### src/rtl/pm_pkg.sv
// Shared definitions for the period meter: FSM state encoding,
// default counter width and a busy decode helper.
package pm_pkg;

  // Default width of the period counter and of the reported result.
  localparam int CNT_W_DEFAULT = 32;

  // Measurement sequencer states.
  typedef enum logic [1:0] {
    IDLE = 2'd0,
    ARM  = 2'd1,
    MEAS = 2'd2,
    DONE = 2'd3
  } pm_state_e;

  // A measurement is in progress while waiting for the opening edge or counting.
  function automatic logic is_busy(input pm_state_e s);
    return (s == ARM) || (s == MEAS);
  endfunction

endpackage

### src/rtl/pm_sync.sv
// Two-flop synchronizer plus rising-edge detector for the measured signal.
// The edge output stays masked until the whole pipeline holds real samples,
// so a signal that is already high when reset is released is not mistaken
// for a 0->1 transition.
module pm_sync
  import pm_pkg::*;
(
  input  logic clkin,
  input  logic rstn,
  input  logic async_i,
  output logic sync_o,
  output logic rise_o
);

  logic       sync1_q;
  logic       sync2_q;
  logic       prev_q;
  logic [2:0] fill_q;

  // Synchronize the input, keep the previous synchronized sample and track pipeline fill.
  always_ff @(posedge clkin or negedge rstn) begin
    if (!rstn) begin
      sync1_q <= 1'b0;
      sync2_q <= 1'b0;
      prev_q  <= 1'b0;
      fill_q  <= 3'b000;
    end else begin
      sync1_q <= async_i;
      sync2_q <= sync1_q;
      prev_q  <= sync2_q;
      fill_q  <= {fill_q[1:0], 1'b1};
    end
  end

  assign sync_o = sync2_q;
  assign rise_o = sync2_q & ~prev_q & fill_q[2];

endmodule

### src/rtl/period_meter.sv
// Period meter: counts clkin cycles between two consecutive rising edges
// of an asynchronous input signal, saturating (and flagging overflow) when
// no edge arrives in time. CONTINUOUS=1 chains measurements back to back.
// Optional build macro PERIOD_METER_HIGHTIME_EN adds a 'hightime' output
// reporting how many cycles the synchronized signal was high in the period.
module period_meter
  import pm_pkg::*;
#(
  parameter int CNT_W      = CNT_W_DEFAULT,
  parameter int CONTINUOUS = 0
) (
  input  logic             clkin,
  input  logic             rstn,
  input  logic             sigin,
  input  logic             start,
  output logic             busy,
  output logic             valid,
  output logic [CNT_W-1:0] period,
  output logic             ovf
`ifdef PERIOD_METER_HIGHTIME_EN
  ,
  output logic [CNT_W-1:0] hightime
`endif
);

  localparam logic [CNT_W-1:0] CNT_ONE    = {{(CNT_W-1){1'b0}}, 1'b1};
  localparam logic [CNT_W-1:0] CNT_MAX    = {CNT_W{1'b1}};
  localparam logic [CNT_W-1:0] CNT_SAT_AT = CNT_MAX - CNT_ONE;

  pm_state_e        state_q;
  logic [CNT_W-1:0] cnt_q;
  logic [CNT_W-1:0] cnt_d;
  logic [CNT_W-1:0] period_q;
  logic             ovf_q;
  logic             valid_q;
  logic             sig_sync;
  logic             sig_rise;
  logic             edge_seen;
`ifdef PERIOD_METER_HIGHTIME_EN
  logic [CNT_W-1:0] high_cnt_q;
  logic [CNT_W-1:0] high_cnt_d;
  logic [CNT_W-1:0] hightime_q;
`endif

  pm_sync u_sync (
    .clkin   (clkin),
    .rstn    (rstn),
    .async_i (sigin),
    .sync_o  (sig_sync),
    .rise_o  (sig_rise)
  );

  // An edge is accepted only while the synchronized level agrees with it.
  assign edge_seen = sig_rise & sig_sync;

  // Next counter values: the period count always advances by one, the high count by the level.
  always_comb begin
    cnt_d = cnt_q + CNT_ONE;
`ifdef PERIOD_METER_HIGHTIME_EN
    high_cnt_d = high_cnt_q + {{(CNT_W-1){1'b0}}, sig_sync};
`endif
  end

  // Measurement sequencer with its counter and registered result outputs.
  always_ff @(posedge clkin or negedge rstn) begin
    if (!rstn) begin
      state_q    <= IDLE;
      cnt_q      <= '0;
      period_q   <= '0;
      ovf_q      <= 1'b0;
      valid_q    <= 1'b0;
`ifdef PERIOD_METER_HIGHTIME_EN
      high_cnt_q <= '0;
      hightime_q <= '0;
`endif
    end else begin
      valid_q <= 1'b0;
      unique case (state_q)
        IDLE: begin
          if (start) begin
            state_q <= ARM;
            cnt_q   <= '0;
          end
        end
        ARM: begin
          if (edge_seen) begin
            state_q    <= MEAS;
            cnt_q      <= CNT_ONE;
`ifdef PERIOD_METER_HIGHTIME_EN
            high_cnt_q <= CNT_ONE;
`endif
          end else if (cnt_q == CNT_SAT_AT) begin
            state_q    <= DONE;
            cnt_q      <= CNT_MAX;
            period_q   <= CNT_MAX;
            ovf_q      <= 1'b1;
            valid_q    <= 1'b1;
`ifdef PERIOD_METER_HIGHTIME_EN
            hightime_q <= CNT_MAX;
`endif
          end else begin
            cnt_q <= cnt_d;
          end
        end
        MEAS: begin
          if (edge_seen) begin
            // The closing edge is also the opening edge of a chained measurement.
            state_q    <= DONE;
            period_q   <= cnt_q;
            ovf_q      <= 1'b0;
            valid_q    <= 1'b1;
            cnt_q      <= CNT_ONE;
`ifdef PERIOD_METER_HIGHTIME_EN
            hightime_q <= high_cnt_q;
            high_cnt_q <= CNT_ONE;
`endif
          end else if (cnt_q == CNT_SAT_AT) begin
            state_q    <= DONE;
            cnt_q      <= CNT_MAX;
            period_q   <= CNT_MAX;
            ovf_q      <= 1'b1;
            valid_q    <= 1'b1;
`ifdef PERIOD_METER_HIGHTIME_EN
            hightime_q <= CNT_MAX;
`endif
          end else begin
            cnt_q      <= cnt_d;
`ifdef PERIOD_METER_HIGHTIME_EN
            high_cnt_q <= high_cnt_d;
`endif
          end
        end
        DONE: begin
          if ((CONTINUOUS != 0) && !ovf_q) begin
            // The next period is already running; keep counting through this cycle.
            state_q    <= MEAS;
            cnt_q      <= cnt_d;
`ifdef PERIOD_METER_HIGHTIME_EN
            high_cnt_q <= high_cnt_d;
`endif
          end else if (CONTINUOUS != 0) begin
            state_q <= ARM;
            cnt_q   <= '0;
          end else begin
            state_q <= IDLE;
          end
        end
        default: begin
          state_q <= IDLE;
        end
      endcase
    end
  end

  assign busy   = is_busy(state_q);
  assign valid  = valid_q;
  assign period = period_q;
  assign ovf    = ovf_q;
`ifdef PERIOD_METER_HIGHTIME_EN
  assign hightime = hightime_q;
`endif

endmodule

### config.mk
export PLATFORM = sky130hd
export DESIGN_NAME = period_meter
export DESIGN_NICKNAME = d
export VERILOG_FILES = /design/src/rtl/pm_pkg.sv /design/src/rtl/pm_sync.sv /design/src/rtl/period_meter.sv
export SDC_FILE = /design/constraint.sdc
export NUM_CORES = 1
export LEC_CHECK = 0
export BUFFER_PORTS_ARGS = -buffer_cell sky130_fd_sc_hd__buf_4
export CAP_MARGIN = 20
export CELL_PAD_IN_SITES_DETAIL_PLACEMENT = 1
export CELL_PAD_IN_SITES_GLOBAL_PLACEMENT = 2
export CORE_MARGIN = 8
export CORE_UTILIZATION = 38
export CTS_CLUSTER_SIZE = 24
export DETAILED_ROUTE_END_ITERATION = 8
export PLACE_DENSITY_LB_ADDON = 0.1
export SLEW_MARGIN = 5
export SYNTH_ARGS = -nofsm -noshare
export SYNTH_HDL_FRONTEND = slang
export SYNTH_SLANG_ARGS = --single-unit
### constraint.sdc
create_clock -name clkin -period 2.6 [get_ports clkin]
set_input_delay 0.13 -clock clkin [delete_from_list [all_inputs] [get_ports clkin]]
set_output_delay 0.13 -clock clkin [all_outputs]
set_load 0.03 [all_outputs]
[Yosys cells after proc, flatten, opt, wreduce, memory -nomap -nowiden]
Cells that the tools add are included.
Word-level totals
  output and inout port bits: 35
  memory bits (read-only): 0
  RAM bits: 0
  memories: 0
  bits in latches: 0
  register bits: 74
  logic and storage cells: 48
  input port bits: 4
Cells by class
  bitwise gates (word level): 4
  magnitude comparators: 0
  $add $sub $neg: 1
  reduce and logical (&&, ||, !) cells: 7
  divide/modulo/power cells: 0
  mux-type cells: 21
  $mul: 0
  shift-type cells: 0
  equal/unequal tests: 6
Operators by type and width (count)
  $mux 32: 6
  $pmux 32 s2: 2
  $add 32x1->32 const B: 1
  $eq 32x32->1 const B: 1
  $mux 2: 4
  $pmux 2 s4: 1
  $mux 1: 6
  $eq 2x2->1 const B: 2
  $ne 2x2->1 const B: 2
  $pmux 1 s2: 2
  $reduce_and 2->1: 2
  $reduce_bool 2->1: 2
  $and 1x1->1: 3
  $eq 2x1->1 const B: 1
  $logic_not 2->1: 1
  $reduce_or 2->1: 1
  $logic_or 1x1->1: 1
  $not 1->1: 1

[Depth between registers and ports, before layout]
  depth after elaboration: 6
  gate-level depth with buffers: 9
  mapped depth without buffers: 7

[Hierarchy]
Synthesis repeated with hierarchy kept, for this count alone.
Unflattened totals
  cell total of the unflattened synthesis: 363
  area total of the unflattened synthesis: 3658.5 um^2
Modules (own cells, without submodules)
  period_meter: times used 1, area each 3495.9 um^2, cells each 355, sequential area each 1701.6 um^2
  pm_sync: times used 1, area each 162.7 um^2, cells each 8, sequential area each 150.1 um^2

[Least setup slack after synthesis]
No wires, ideal clock.
  path kind: flip-flop to flip-flop
  from: register state_q[1]
  to: register cnt_q[16]
  path slack: 528 ps
  library setup time: 155 ps
  data required time: 2445 ps
  period minus slack after synthesis: 2072 ps
  buffers on the path: 1
  cell stages (with the launch flop): 9
  arrival: 1917 ps
  cell sequence: dfrtp_1 inv_1 ha_1 inv_1 o21ai_0 clkbuf_1 nand2_1 o211ai_1 o311ai_0
On the way
  cells in the longest elaborated chain, start to end: 4
  elaborated cells between the ends (all ways): 8
  those cells by class: eq/ne: 3; mux: 1; reduce/logical: 4
Ends and longest elaborated chain
  start: declaration: line period_meter.sv:30  | pm_state_e state_q;
  start signal: assignment: line period_meter.sv:67  | state_q <= IDLE;
  start signal: assignment: line period_meter.sv:81  | state_q <= ARM;
  start signal: assignment: line period_meter.sv:87  | state_q <= MEAS;
  $eq 2x1->1 or $eq 2x2->1 (tied branches): line period_meter.sv:78  | unique case (state_q)
  $reduce_or 2->1 (no line)
  $reduce_bool 2->1 (no line)
  $reduce_and 2->1 (no line)
  end signal: assignment: line period_meter.sv:102  | cnt_q <= cnt_d;
  end signal: assignment: line period_meter.sv:127  | cnt_q <= cnt_d;
  end signal: assignment: line period_meter.sv:137  | cnt_q <= cnt_d;
  end: declaration: line period_meter.sv:31  | logic [CNT_W-1:0] cnt_q;
Parallel ways exist; a longest one is shown, timed or not.
A chain may end at the register's enable or synchronous reset.

[Final worst setup path]
  from: register cnt_q[0]
  to: register period_q[10], in the netlist period[10]
On the way
  cells in the longest elaborated chain, start to end: 4
  elaborated cells between the ends (all ways): 5
  those cells by class: eq/ne: 1; mux: 4
Ends and longest elaborated chain
  $eq 32x32->1 (*): line period_meter.sv:92, period_meter.sv:117
  $mux 32 (*)
  $mux 32, on equally long branches
  $pmux 32 s2 (*)
  end signal: assignment: line period_meter.sv:109  | period_q <= cnt_q;
  end: declaration: line period_meter.sv:33  | logic [CNT_W-1:0] period_q;
Every way passes the cells marked *; elsewhere a longest branch is shown, timed or not. The select of a mux whose other input is x is not followed.

==> impl_metrics.csv <==
group,metric,value,unit
run_status,outcome,"finished, final reports clean",
worst_setup_path,path_max_fanout,17,
global_routing,grt_pass1_wl,17900,um
clock_tree,cts_root_buf,"clkbuf_8",
synthesis,seq_area_frac_synth,50.1,%
worst_setup_path,worstPathRequired,2.89,ns
timing,slew-limit-headroom,36.0,%
clock_tree,hold_buffers,2,
clock_tree,clockBufferDepth,2,
timing,period_needed,2.31,ns
final_layout,final_core_util,45.7,%
die,boundaryPins,39,
final_layout,nets,415,
timing,rsz0062_at_grt,"false",
die,fp-row-count,36,
synthesis,synth_cells,363,
global_routing,grt_pass1_vias,3210,
final_layout,mostFrequentLayoutCells,"dfrtp_1, buf_4, o22a_2, nand2_1, nand3_1",
placed_design,dp.final_hpwl,7320,um
clock_tree,htreeDepth,3,
synthesis,synth.avg_cell_area,10.2,sq um
route,wire_per_inst,19.9,um
worst_hold_path,holdPathStages,4,
die,fp.dieH,115,um
timing,max_freq,433,MHz
clock_tree,cts_tree,"built",
route,ant_nets,0,
placed_design,io_buffers,38,
route,first_pass_iters,4,
synthesis,async_reset_ff_share,100,%
route,vias_per_cell,5.76,
die,dieArea,13100,sq um
worst_setup_path,cp-start-kind,"flop",
worst_setup_path,worstSetupEndpointType,"flop",
synthesis,yosysWarnings,0,
clock_tree,postCtsSetupRepairBufs,0,
final_layout,drive_above_1_share,27.1,%
clock_tree,cts_made_buffers,9,
synthesis,postSynthNetCount,373,
timing,tns,0,ns
global_routing,grt_max_degree,75,
timing,hold_viol_final,0,
timing,worst_slew_pin_slew,0.960,ns
route,drc_errors,0,
power,p_leak,1.76,nW
clock_tree,cts.sinks,74,
global_routing,antenna_found_initial,0,
worst_setup_path,path_class,"reg2reg",
final_layout,diodes,0,
worst_setup_path,worstPathArrival,2.60,ns
final_layout,final_common_cell,"dfrtp_1",
worst_hold_path,hold_class,"in2reg",
route,drt-total-wl,10800,um
timing,setup_violations,0,
synthesis,synth_area,3700,sq um
synthesis,yosys.cell_types.count,44,
power,ir_drop,0.521,mV
die,core-area,9590,sq um
synthesis,synthTopCellsByArea,"dfrtp_1, o22a_2, nand3_1",
power,power.total,0.00484,W
timing,finalMaxSlewViolations,0,
job,max-cap-violations,0,
worst_setup_path,r2r_cells,9,
timing,skew,0.00826,ns
global_routing,grt_use_total,17.3,%
route,drt_iter0_drc,199,
synthesis,synth.top_cell.area_share,50.1,%
route,vias,3125,
final_layout,fill_cells,1095,
synthesis,synth_flop_cell,"dfrtp_1",
final_layout,syn2layout_area_growth,18.7,%
synthesis,yosys.area.top_type,"dfrtp_1",
placed_design,globalplace.congestion,0.796,
die,initial_utilization,38.5,%
final_layout,stdcell_area,4390,sq um
synthesis,synth_edf_count,0,
die,die_w,115,um
global_routing,grt.overflow.total,0,
clock_tree,clk_latency,0.35,ns
clock_tree,cts_resized,0,
synthesis,synth_seq_cells,74,
placed_design,place_area,4150,sq um
timing,min_period_over_period,88.8,%
clock_tree,path_clk_slew,0.08,ns
power,power.density,1100,nW/um^2
[routing by layer]
layer  GRT usage, %  wire [um]  vias to the layer above
li1               -          -                     1458
met1           23.4       5210                     1601
met2           27.8       5120                       56
met3           2.69        374                       10
met4           5.24        114                        0
met5              0          0                        -
[synthesized netlist by cell type (2+ instances only)]
library cell,instances
and3_1,3
o211ai_1,12
buf_2,4
nor4_1,7
o22a_2,32
a21oi_1,13
clkbuf_1,18
and2_0,2
nor4_4,2
a31oi_1,8
dfrtp_1,74
nor2_1,22
or4_1,5
ha_1,6
nand2b_1,2
inv_1,9
nand4_1,15
o21ai_0,22
and2_1,2
a41oi_1,4
nand3b_1,3
nor3_1,10
o311ai_0,6
nand2_1,29
and4_1,2
mux2i_1,5
buf_6,3
nand4_2,2
nand3_1,26
[cell families after synthesis]
logic type	Yosys count	share of synthesized area [%]
XOR/XNOR	1	0.237
flip-flops	74	50.1
buffers and inverters	35	4.33
adder cells (fa/ha/maj)	6	2.03
other	1	0.101
AND/OR/NAND/NOR	135	20.0
AO/OA/AOI/OAI	106	21.9
multiplexers	5	1.35
[area by class of cell]
type | count | area (sq um) | share of cell area [%]
tap | 133 | 166 | 3.79
clock buffer | 10 | 128 | 2.91
sequential | 74 | 1850 | 42.2
timing repair buffer | 57 | 433 | 9.87
inverter | 9 | 33.8 | 0.770
clock inverter | 6 | 91.3 | 2.08
multi-input combinational | 254 | 1680 | 38.4
[through the flow]
step | setup slack (ns) | hold WS, ns | instances
after floorplan | 0.528 | -0.166 | 363
after global placement | 0.377 | 0.240 | 525
after detailed placement | 0.313 | 0.242 | 525
after CTS | 0.274 | 0.0787 | 543
after global routing | 0.127 | 0.120 | 543
final | 0.291 | 0.0940 | 543
[path summary, 6_finish.rpt]
check	start	endpoint	slack, ns
max in group asynchronous	rstn	cnt_q[30]	1.49
min in group asynchronous	rstn	ovf	0.48
hold / removal	start	state_q[1]	0.09
hold reg to reg	u_sync.fill_q[1]	u_sync.fill_q[2]	0.36
setup reg to reg	cnt_q[0]	period[10]	0.29
setup / recovery	cnt_q[0]	period[10]	0.29
[state kept, by name (all words and copies together) (netlist names)]
name / flops
u_sync.sync_o: 1
state_q: 2
u_sync.prev_q: 1
valid: 1
period: 32
u_sync.sync1_q: 1
cnt_q: 32
u_sync.fill_q: 3
ovf: 1
[worst max-delay path, cell delays in order, from the launching register on]
cell,delay [ns]
dfrtp_1,0.48
buf_4,0.19
inv_1,0.05
ha_1,0.13
nand4_1,0.17
nor4_4,0.37
a21oi_2,0.17
a211oi_4,0.26
buf_4,0.26
o22a_2,0.17
[power by group]
group | leakage [nW] | switching (W) | total [W] | internal, W
sequential | 0.873 | 0.000206 | 0.00164 | 0.00143
clock | 0.0987 | 0.000461 | 0.00100 | 0.000542
combinational | 0.783 | 0.00138 | 0.00220 | 0.000824
total | 1.76 | 0.00205 | 0.00484 | 0.00280
Note: power is estimated with default switching activity, not from simulation.
